[src/rtl/coord_marker_overlay.sv]
// Crosshair overlay for the projected sound-source coordinate on an RGB888 video stream.
// Coordinates are range-checked, held pending, and applied only at frame start.
`timescale 1ns/1ps

module coord_marker_overlay #(
    parameter int          H_ACT       = 640,
    parameter int          V_ACT       = 480,
    parameter int          COORD_SHIFT = 4,
    parameter int          ARM         = 8,
    parameter int          HOLD_FRAMES = 30,
    parameter logic [23:0] MARK_COLOR  = 24'hFF0000
) (
    input  logic        clk,
    input  logic        rst,
    input  logic        coord_valid,
    input  logic [31:0] x_2d,
    input  logic [31:0] y_2d,
    input  logic        vid_vs,
    input  logic        vid_de,
    input  logic [23:0] vid_rgb,
    output logic        out_vs,
    output logic        out_de,
    output logic [23:0] out_rgb,
    output logic        marker_on,
    output logic        coord_reject
);

    localparam int XW = $clog2(H_ACT);
    localparam int YW = $clog2(V_ACT);
    localparam int XS = XW + 1;
    localparam int YS = YW + 1;
    localparam int MW = $clog2(HOLD_FRAMES + 1);

    localparam logic [XW-1:0]        H_LAST = XW'(H_ACT - 1);
    localparam logic [YW-1:0]        V_LAST = YW'(V_ACT - 1);
    localparam logic [MW-1:0]        HOLD   = MW'(HOLD_FRAMES);
    localparam logic signed [XS-1:0] ARM_X  = XS'(ARM);
    localparam logic signed [YS-1:0] ARM_Y  = YS'(ARM);

    logic [XW-1:0] hcnt_q, hcnt_d;
    logic [YW-1:0] vcnt_q, vcnt_d;
    logic          vs_prev_q, de_prev_q;
    logic [XW-1:0] pend_x_q, pend_x_d, act_x_q, act_x_d;
    logic [YW-1:0] pend_y_q, pend_y_d, act_y_q, act_y_d;
    logic          pend_flag_q, pend_flag_d;
    logic [MW-1:0] miss_cnt_q, miss_cnt_d;
    logic          marker_on_q, marker_on_d;
    logic          coord_reject_q, coord_reject_d;
    logic          out_vs_q, out_de_q;
    logic [23:0]   out_rgb_q, out_rgb_d;

    logic               frame_start, de_fall;
    logic signed [31:0] px, py;
    logic               coord_ok;
    logic signed [XS-1:0] dh;
    logic signed [YS-1:0] dv;
    logic               h_near, v_near, mark_px;

    // NOTE: every always_comb output gets a default first so no path can infer a latch.
    always_comb begin
        frame_start = vid_vs & ~vs_prev_q;
        de_fall     = ~vid_de & de_prev_q;

        hcnt_d = hcnt_q;
        vcnt_d = vcnt_q;
        if (frame_start) begin
            hcnt_d = '0;
            vcnt_d = '0;
        end else if (de_fall) begin
            hcnt_d = '0;
            if (vcnt_q != V_LAST) vcnt_d = vcnt_q + 1'b1;
        end else if (vid_de && hcnt_q != H_LAST) begin
            hcnt_d = hcnt_q + 1'b1;
        end
    end

    always_comb begin
        px       = $signed(x_2d) >>> COORD_SHIFT;
        py       = $signed(y_2d) >>> COORD_SHIFT;
        coord_ok = (px >= 0) && (px < H_ACT) && (py >= 0) && (py < V_ACT);

        pend_x_d       = pend_x_q;
        pend_y_d       = pend_y_q;
        pend_flag_d    = pend_flag_q;
        act_x_d        = act_x_q;
        act_y_d        = act_y_q;
        miss_cnt_d     = miss_cnt_q;
        marker_on_d    = marker_on_q;
        coord_reject_d = coord_valid && !coord_ok;

        // Promotion reads the pending value held before this cycle; a strobe in the
        // same cycle is captured below and waits for the next frame.
        if (frame_start) begin
            if (pend_flag_q) begin
                act_x_d     = pend_x_q;
                act_y_d     = pend_y_q;
                pend_flag_d = 1'b0;
                miss_cnt_d  = '0;
                marker_on_d = 1'b1;
            end else if (miss_cnt_q != HOLD) begin
                miss_cnt_d = miss_cnt_q + 1'b1;
                if (miss_cnt_d == HOLD) marker_on_d = 1'b0;
            end
        end

        if (coord_valid && coord_ok) begin
            pend_x_d    = px[XW-1:0];
            pend_y_d    = py[YW-1:0];
            pend_flag_d = 1'b1;
        end
    end

    // Signed differences let the arms clip at the frame edges instead of wrapping.
    always_comb begin
        dh      = $signed({1'b0, hcnt_q}) - $signed({1'b0, act_x_q});
        dv      = $signed({1'b0, vcnt_q}) - $signed({1'b0, act_y_q});
        h_near  = (dh >= -ARM_X) && (dh <= ARM_X);
        v_near  = (dv >= -ARM_Y) && (dv <= ARM_Y);
        mark_px = marker_on_q && vid_de &&
                  (((vcnt_q == act_y_q) && h_near) || ((hcnt_q == act_x_q) && v_near));
        out_rgb_d = mark_px ? MARK_COLOR : vid_rgb;
    end

    // NOTE: sequential state uses non-blocking assignments so all flops update together.
    always_ff @(posedge clk) begin
        if (rst) begin
            hcnt_q         <= '0;
            vcnt_q         <= '0;
            vs_prev_q      <= 1'b0;
            de_prev_q      <= 1'b0;
            pend_x_q       <= '0;
            pend_y_q       <= '0;
            pend_flag_q    <= 1'b0;
            act_x_q        <= '0;
            act_y_q        <= '0;
            miss_cnt_q     <= '0;
            marker_on_q    <= 1'b0;
            coord_reject_q <= 1'b0;
            out_vs_q       <= 1'b0;
            out_de_q       <= 1'b0;
            out_rgb_q      <= '0;
        end else begin
            hcnt_q         <= hcnt_d;
            vcnt_q         <= vcnt_d;
            vs_prev_q      <= vid_vs;
            de_prev_q      <= vid_de;
            pend_x_q       <= pend_x_d;
            pend_y_q       <= pend_y_d;
            pend_flag_q    <= pend_flag_d;
            act_x_q        <= act_x_d;
            act_y_q        <= act_y_d;
            miss_cnt_q     <= miss_cnt_d;
            marker_on_q    <= marker_on_d;
            coord_reject_q <= coord_reject_d;
            out_vs_q       <= vid_vs;
            out_de_q       <= vid_de;
            out_rgb_q      <= out_rgb_d;
        end
    end

    assign out_vs       = out_vs_q;
    assign out_de       = out_de_q;
    assign out_rgb      = out_rgb_q;
    assign marker_on    = marker_on_q;
    assign coord_reject = coord_reject_q;

endmodule

[config.mk]
export PLATFORM = sky130hd
export DESIGN_NAME = coord_marker_overlay
export DESIGN_NICKNAME = d
export VERILOG_FILES = /design/src/rtl/coord_marker_overlay.sv
export SDC_FILE = /design/constraint.sdc
export NUM_CORES = 1
export LEC_CHECK = 0
export BUFFER_PORTS_ARGS = -buffer_cell sky130_fd_sc_hd__buf_2
export CAP_MARGIN = 20
export CELL_PAD_IN_SITES_DETAIL_PLACEMENT = 0
export CELL_PAD_IN_SITES_GLOBAL_PLACEMENT = 1
export CORE_ASPECT_RATIO = 1.25
export CORE_MARGIN = 2
export CORE_UTILIZATION = 39
export CTS_CLUSTER_DIAMETER = 60
export CTS_CLUSTER_SIZE = 28
export DETAILED_ROUTE_END_ITERATION = 8
export GPL_TIMING_DRIVEN = 0
export PLACE_DENSITY_LB_ADDON = 0.3
export SLEW_MARGIN = 30
export SYNTH_ARGS = -nofsm -noshare
export SYNTH_HDL_FRONTEND = slang
export SYNTH_SLANG_ARGS = --single-unit
[constraint.sdc]
create_clock -name clk -period 3.7 [get_ports clk]
set_clock_uncertainty 0.05 [all_clocks]
set_input_delay 0.37 -clock clk [delete_from_list [all_inputs] [get_ports clk]]
set_output_delay 0.37 -clock clk [all_outputs]
set_load 0.01 [all_outputs]
==> results.json, run 1 <==
{
  "status": "completed",
  "max-cap-violations": 0,
  "relSlewSlack_pct": 50.0,
  "finalCritPeriodShare_pct": 92.1,
  "slew_viol_final": 0,
  "clock_sinks": 91,
  "final_core_util_pct": 48.2,
  "ioPinCount": 121,
  "min_period_ns": 3.41,
  "worst_slew_pin_slew_ns": 0.750,
  "clock-root-buffer": "clkbuf_16",
  "grt_max_degree": 17,
  "h-tree-depth": 3,
  "fillers": 1237,
  "worstHoldPathType": "in -> reg",
  "area_delta_synth_final_pct": 22.1,
  "power_mw": 2.05,
  "timing.hold.ws_ns": 0.214,
  "fmax_mhz": 293,
  "synth_edf_count": 0,
  "routed_wl_mm": 11.7,
  "syn_inst": 587,
  "rrSetupSlack_ns": 0.29,
  "drive_gt1_share_pct": 19.4,
  "ys_ff_latch": 91,
  "dpl.hpwl_mm": 9.28,
  "clockBufferDepth": 2,
  "min_to": "pend_y_q[2]",
  "dp_cells": 863,
  "post_dp_cell_area_um2": 5520,
  "synth_ff_type": "dfxtp_1",
  "yosysSeqAreaShare_pct": 38.3,
  "critPathRequiredTime_ns": 3.85,
  "layout.nets": 828,
  "reg2reg_from": "vcnt_q[0]",
  "clkSlewWorstSetupHoldPaths_ns": 0.07,
  "drc": 0,
  "hold_viol": 0,
  "die_area_um2": 13100,
  "grt_usage_pct": 18.3,
  "cts_made_buffers": 9,
  "finalNonFillerCells": 879,
  "core_um2": 12000,
  "start_util_pct": 39.4,
  "hold_depth": 3,
  "rsz0062_at_grt": "false",
  "clock_latency_ns": 0.34,
  "final_area_um2": 5800,
  "setup_ws_ns": 0.292,
  "arrival_ns": 3.56,
  "row_count": 45,
  "hold_buffers": 0,
  "reg2reg_depth": 12,
  "grt_pass1_wl_mm": 19.2,
  "via_count": 4465,
  "yosys_warnings": 0,
  "ir_worst_vdd_mv": 0.296,
  "syn_avg_cell_area_um2": 8.10,
  "r2r-end": "out_rgb[8]",
  "fp.dieH_um": 127,
  "syn-cell-area_um2": 4750,
  "post_cts_buffers": 0,
  "async_reset_ff_share_pct": 0,
  "holdCritStartpoint": "y_2d[6]",
  "ant_nets": 0,
  "overflow": 0,
  "pwr_density_cell_nw_per_um2": 353,
  "finalSetupViolations": 0,
  "end_kind": "register",
  "tns_ns": 0,
  "cp_max_fo": 10,
  "die_x_um": 103,
  "first_pass_iters": 4,
  "synth_nets": 705,
  "cts_tree": "yes",
  "io_buffer_count": 112,
  "viasPerCell": 5.08,
  "wl_per_cell_um": 13.3,
  "path_class": "reg -> reg",
  "antenna_found_initial": 0,
  "p_leak_nw": 2.57,
  "startpoint_type": "register",
  "cts_resized": 0,
  "place_ws_ns": 0.315,
  "grt_pass1_vias": 4225,
  "gp_congestion": 0.880,
  "dr.first_iter.drc_count": 110,
  "synth.distinct_cells": 57,
  "antenna-diode-count": 0
}
-- worst max-delay path, stage by stage (launching register included) --
cell,delay [ns]
dfxtp_1,0.40
inv_1,0.06
ha_1,0.21
fa_1,0.41
nand2b_1,0.20
a21oi_1,0.26
o211ai_1,0.12
a2111o_1,0.34
or3_1,0.33
o32a_1,0.36
o21ai_4,0.26
buf_6,0.19
o41ai_1,0.08
-- kinds of logic after synthesis --
logic type / Yosys count / synth area share, %
and+or+nand+nor: 214 / 21.6
buffers and inverters: 77 / 6.34
AOI/OAI and AO/OA: 136 / 18.3
xor gates and xnor gates: 22 / 4.05
adders and majority gates: 25 / 6.74
muxes: 22 / 4.63
DFF: 91 / 38.3
-- per-layer routing --
layer	part of all wire [%]	wire (µm)	up-vias	global-route usage, %
li1	-	-	2304	-
met1	44	5140	2019	22.8
met2	49	5740	123	31.3
met3	4.2	486	19	2.90
met4	2.6	306	0	7.28
met5	0	0	-	0
-- placed cells by master (no fill, tap or decap), types with 3 or more instances in the layout --
cell type	count
mux2i_1	22
o32ai_1	3
nand4_1	14
clkbuf_16	9
o21ai_0	40
o311a_1	3
nor2b_1	6
buf_2	113
or2_2	3
a31oi_1	3
o211ai_1	3
nor2_1	65
nand2b_1	10
clkbuf_1	21
or3_1	4
dfxtp_1	91
xnor2_1	7
and3_1	5
nand3_1	9
ha_1	24
nand2_1	63
xor2_1	15
o41ai_1	16
nor3_1	11
o21a_1	4
a21oi_1	47
inv_1	52
nor4_1	11
-- flip-flops by register name (all words and copies together), names as in the netlist, 5 cells and up --
name and count:
miss_cnt_q 5, out_rgb 24, vcnt_q 9, pend_x_q 10, hcnt_q 10, act_y_q 9, pend_y_q 9, act_x_q 10
-- worst max-delay path by stage --
stage	start	to	slack, ns	cells past startpoint
after floorplan	vcnt_q[0]	out_rgb[10]	0.62	12
after global placement	vcnt_q[0]	out_rgb[9]	0.36	12
after detailed placement	vcnt_q[0]	out_rgb[8]	0.32	12
after CTS	vcnt_q[0]	out_rgb[8]	0.28	12
after global routing	vcnt_q[0]	out_rgb[15]	0.08	12
final	vcnt_q[0]	out_rgb[8]	0.29	12
-- where the power goes --
group	internal [mW]	leakage (nW)	switching, mW
Clock	0.462	0.131	0.392
Sequential	1.00	0.742	0.00924
Combinational	0.0806	1.70	0.104
-- synthesized netlist by cell type, types with 3 or more instances --
library cell | number | area (µm²)
o32ai_1 | 3 | 26.3
dfxtp_1 | 91 | 1820
o211ai_1 | 3 | 22.5
a31oi_1 | 3 | 18.8
mux2i_1 | 22 | 220
xnor2_1 | 7 | 61.3
a21oi_1 | 47 | 235
nand2_1 | 63 | 236
inv_1 | 52 | 195
nor2_1 | 65 | 244
nand3_1 | 9 | 45.0
o21a_1 | 4 | 30.0
nor4_1 | 11 | 68.8
nor3_1 | 11 | 55.1
o41ai_1 | 16 | 140
nand2b_1 | 10 | 62.6
clkbuf_1 | 20 | 75.1
o311a_1 | 3 | 30.0
nor2b_1 | 6 | 37.5
or3_1 | 4 | 25.0
and3_1 | 5 | 31.3
nand4_1 | 14 | 87.6
o21ai_0 | 40 | 200
ha_1 | 24 | 300
or2_2 | 3 | 18.8
xor2_1 | 15 | 131
-- area by class of cell --
type / instances / area (µm²) / area share [%]
Inverter: 52 / 195 / 3.36
Buffer: 25 / 106 / 1.83
Multi-Input combinational cell: 419 / 2630 / 45.3
Sequential cell: 91 / 1820 / 31.4
Clock buffer: 10 / 229 / 3.95
Timing Repair Buffer: 112 / 561 / 9.66
Tap cell: 164 / 205 / 3.54
Clock inverter: 6 / 53.8 / 0.927
No activity file was read; power rests on OpenSTA's default activity.
==> run 2: changes to the inputs <==
--- a/config.mk
+++ b/config.mk
@@ -17,6 +17,7 @@
 export DETAILED_ROUTE_END_ITERATION = 8
 export GPL_TIMING_DRIVEN = 0
 export PLACE_DENSITY_LB_ADDON = 0.3
+export SETUP_SLACK_MARGIN = 0.5
 export SLEW_MARGIN = 30
 export SYNTH_ARGS = -nofsm -noshare
 export SYNTH_HDL_FRONTEND = slang
==> run 2 against run 1 <==
- critical path depth unchanged
- clock power about the same
- die area unchanged
- non-clock buffer count up 7
- sequential power about the same
- utilization up 1.5 points
- combinational power up 5%
- setup slack better by 0.31 ns
- critical path type unchanged
- largest cell class unchanged
- largest power group unchanged
- highest routed layer unchanged
==> results.json, run 2 (synthesis gave the netlist of run 1 again) <==
{
  "met3_usage_pct": 2.84,
  "row_count": 45,
  "clock_sinks": 91,
  "crit_chain": "inv_1 -> ha_2 -> fa_2 -> nand2b_4 -> a21oi_4 -> o211ai_1 -> a2111o_1 -> or3_4 -> o32a_1 -> o21ai_4 -> buf_6 -> o41ai_1",
  "clock_latency_ns": 0.34,
  "min_period_ns": 3.10,
  "worstHoldPathType": "in -> reg",
  "ir_worst_vdd_mv": 0.296,
  "critPathBufInv": 2,
  "relSlewSlack_pct": 50.1,
  "clock-root-buffer": "clkbuf_16",
  "antenna_found_initial": 0,
  "crit_slowest_cell": "o32a_1",
  "status": "completed",
  "fillers": 1213,
  "path_delay_family": "compound AO/OA/AOI/OAI gates",
  "reg2reg_depth": 12,
  "rrSetupSlack_ns": 0.60,
  "max-cap-violations": 0,
  "grt_pass1_wl_mm": 19.3,
  "ant_nets": 0,
  "final_cell_mix": "buf_2, dfxtp_1, nor2_1",
  "startpoint_type": "register",
  "die_x_um": 103,
  "clkSlewWorstSetupHoldPaths_ns": 0.07,
  "cp-startpoint": "vcnt_q[0]",
  "fp.dieH_um": 127,
  "drive_gt1_share_pct": 23.1,
  "worst_slew_pin_slew_ns": 0.748,
  "grt_usage_pct": 18.4,
  "dr.first_iter.drc_count": 104,
  "rsz0062_at_grt": "true",
  "gp_congestion": 0.880,
  "cts_tree": "yes",
  "critPathRequiredTime_ns": 3.85,
  "dpl.hpwl_mm": 9.28,
  "finalSetupViolations": 0,
  "reg2reg_from": "vcnt_q[0]",
  "largest_reg_flops": 24,
  "met2_usage_pct": 31.2,
  "fmax_mhz": 323,
  "hold_depth": 3,
  "busiest_layer": "met2",
  "io_buffer_count": 112,
  "path_class": "reg -> reg",
  "arrival_ns": 3.25,
  "tns_ns": 0,
  "min_to": "pend_y_q[2]",
  "area_delta_synth_final_pct": 25.8,
  "first_pass_iters": 4,
  "viasPerCell": 5.11,
  "cts_made_buffers": 9,
  "start_util_pct": 39.4,
  "hold_viol": 0,
  "clockBufferDepth": 2,
  "r2r-end": "out_rgb[8]",
  "drc": 0,
  "layout_commonest_cell": "buf_2",
  "via_count": 4526,
  "core_um2": 12000,
  "p_leak_nw": 2.64,
  "wl_per_cell_um": 13.4,
  "holdCritStartpoint": "y_2d[6]",
  "routed_wl_mm": 11.9,
  "layout.nets": 835,
  "slew_viol_final": 0,
  "max_stage_delay_ns": 0.41,
  "grt_pass1_vias": 4235,
  "overflow": 0,
  "grt_max_degree": 17,
  "end_kind": "register",
  "finalCritPeriodShare_pct": 83.7,
  "grt_use_met1_pct": 23.0,
  "h-tree-depth": 3,
  "power_mw": 2.06,
  "ioPinCount": 121,
  "die_area_um2": 13100,
  "pwr_density_cell_nw_per_um2": 344,
  "antenna-diode-count": 0,
  "cp_max_fo": 5
}
-- run 2: changes by cell type in the layout (fill, tap and decap cells not counted), sizes merged --
cell	before	now
buf	117	124
-- run 2: metrics by stage --
stage / cells / area (µm²) / utilization (%) / setup slack (ns) / hold slack [ns]
floorplan: 587 / 4750 / - / 0.621 / 0.382
finish: 886 / 5980 / 49.6 / 0.603 / 0.214
global placement: 863 / 5520 / 45.8 / 0.356 / 0.395
CTS: 881 / 5820 / 48.3 / 0.502 / 0.207
detailed placement: 863 / 5520 / 45.8 / 0.315 / 0.394
global route: 886 / 5980 / 49.6 / 0.459 / 0.223
-- run 2: final cells by class --
type	instances	area [µm²]	area share [%]
multi-input combinational	419	2740	45.8
sequential	91	1820	30.5
timing repair buffer	119	621	10.4
clock buffer	10	229	3.83
tap	164	205	3.43
inverter	52	195	3.26
buffer	25	113	1.88
clock inverter	6	53.8	0.899
-- run 2: worst min-delay path, delay by kind of cell --
kind          cells  cell delay, ns
buf+inv           1            0.07
mux               1            0.05
simple gates      1            0.07
-- run 2: where the power goes --
part	leakage, nW	internal [mW]	total, mW	switching, mW
registers	0.742	1.00	1.01	0.00895
logic	1.77	0.0878	0.195	0.107
clock network	0.131	0.462	0.855	0.392
total	2.64	1.55	2.06	0.508
-- run 2: how the worst max path moves through the flow --
stage,depth (start not counted),slack [ns],endpoint
floorplan,12,0.62,out_rgb[10]
global placement,12,0.36,out_rgb[9]
detailed placement,12,0.32,out_rgb[8]
CTS,12,0.50,out_rgb[8]
global route,12,0.46,out_rgb[15]
finish,12,0.60,out_rgb[8]
-- run 2: timing repair --
action                     4_1_cts  5_1_grt
setup buffers                    2        4
pin swaps                        2        4
setup endpoints to repair       24       24
hold buffers                     0        0
resized for setup                3       27
gates cloned                     0        1
-- run 2: metal layers --
layer | part of all wire, % | vias up | wire length [µm]
li1 | - | 2314 | -
met1 | 44 | 2076 | 5210
met2 | 50 | 117 | 5920
met3 | 3.8 | 19 | 456
met4 | 2.7 | 0 | 327
met5 | 0 | - | 0
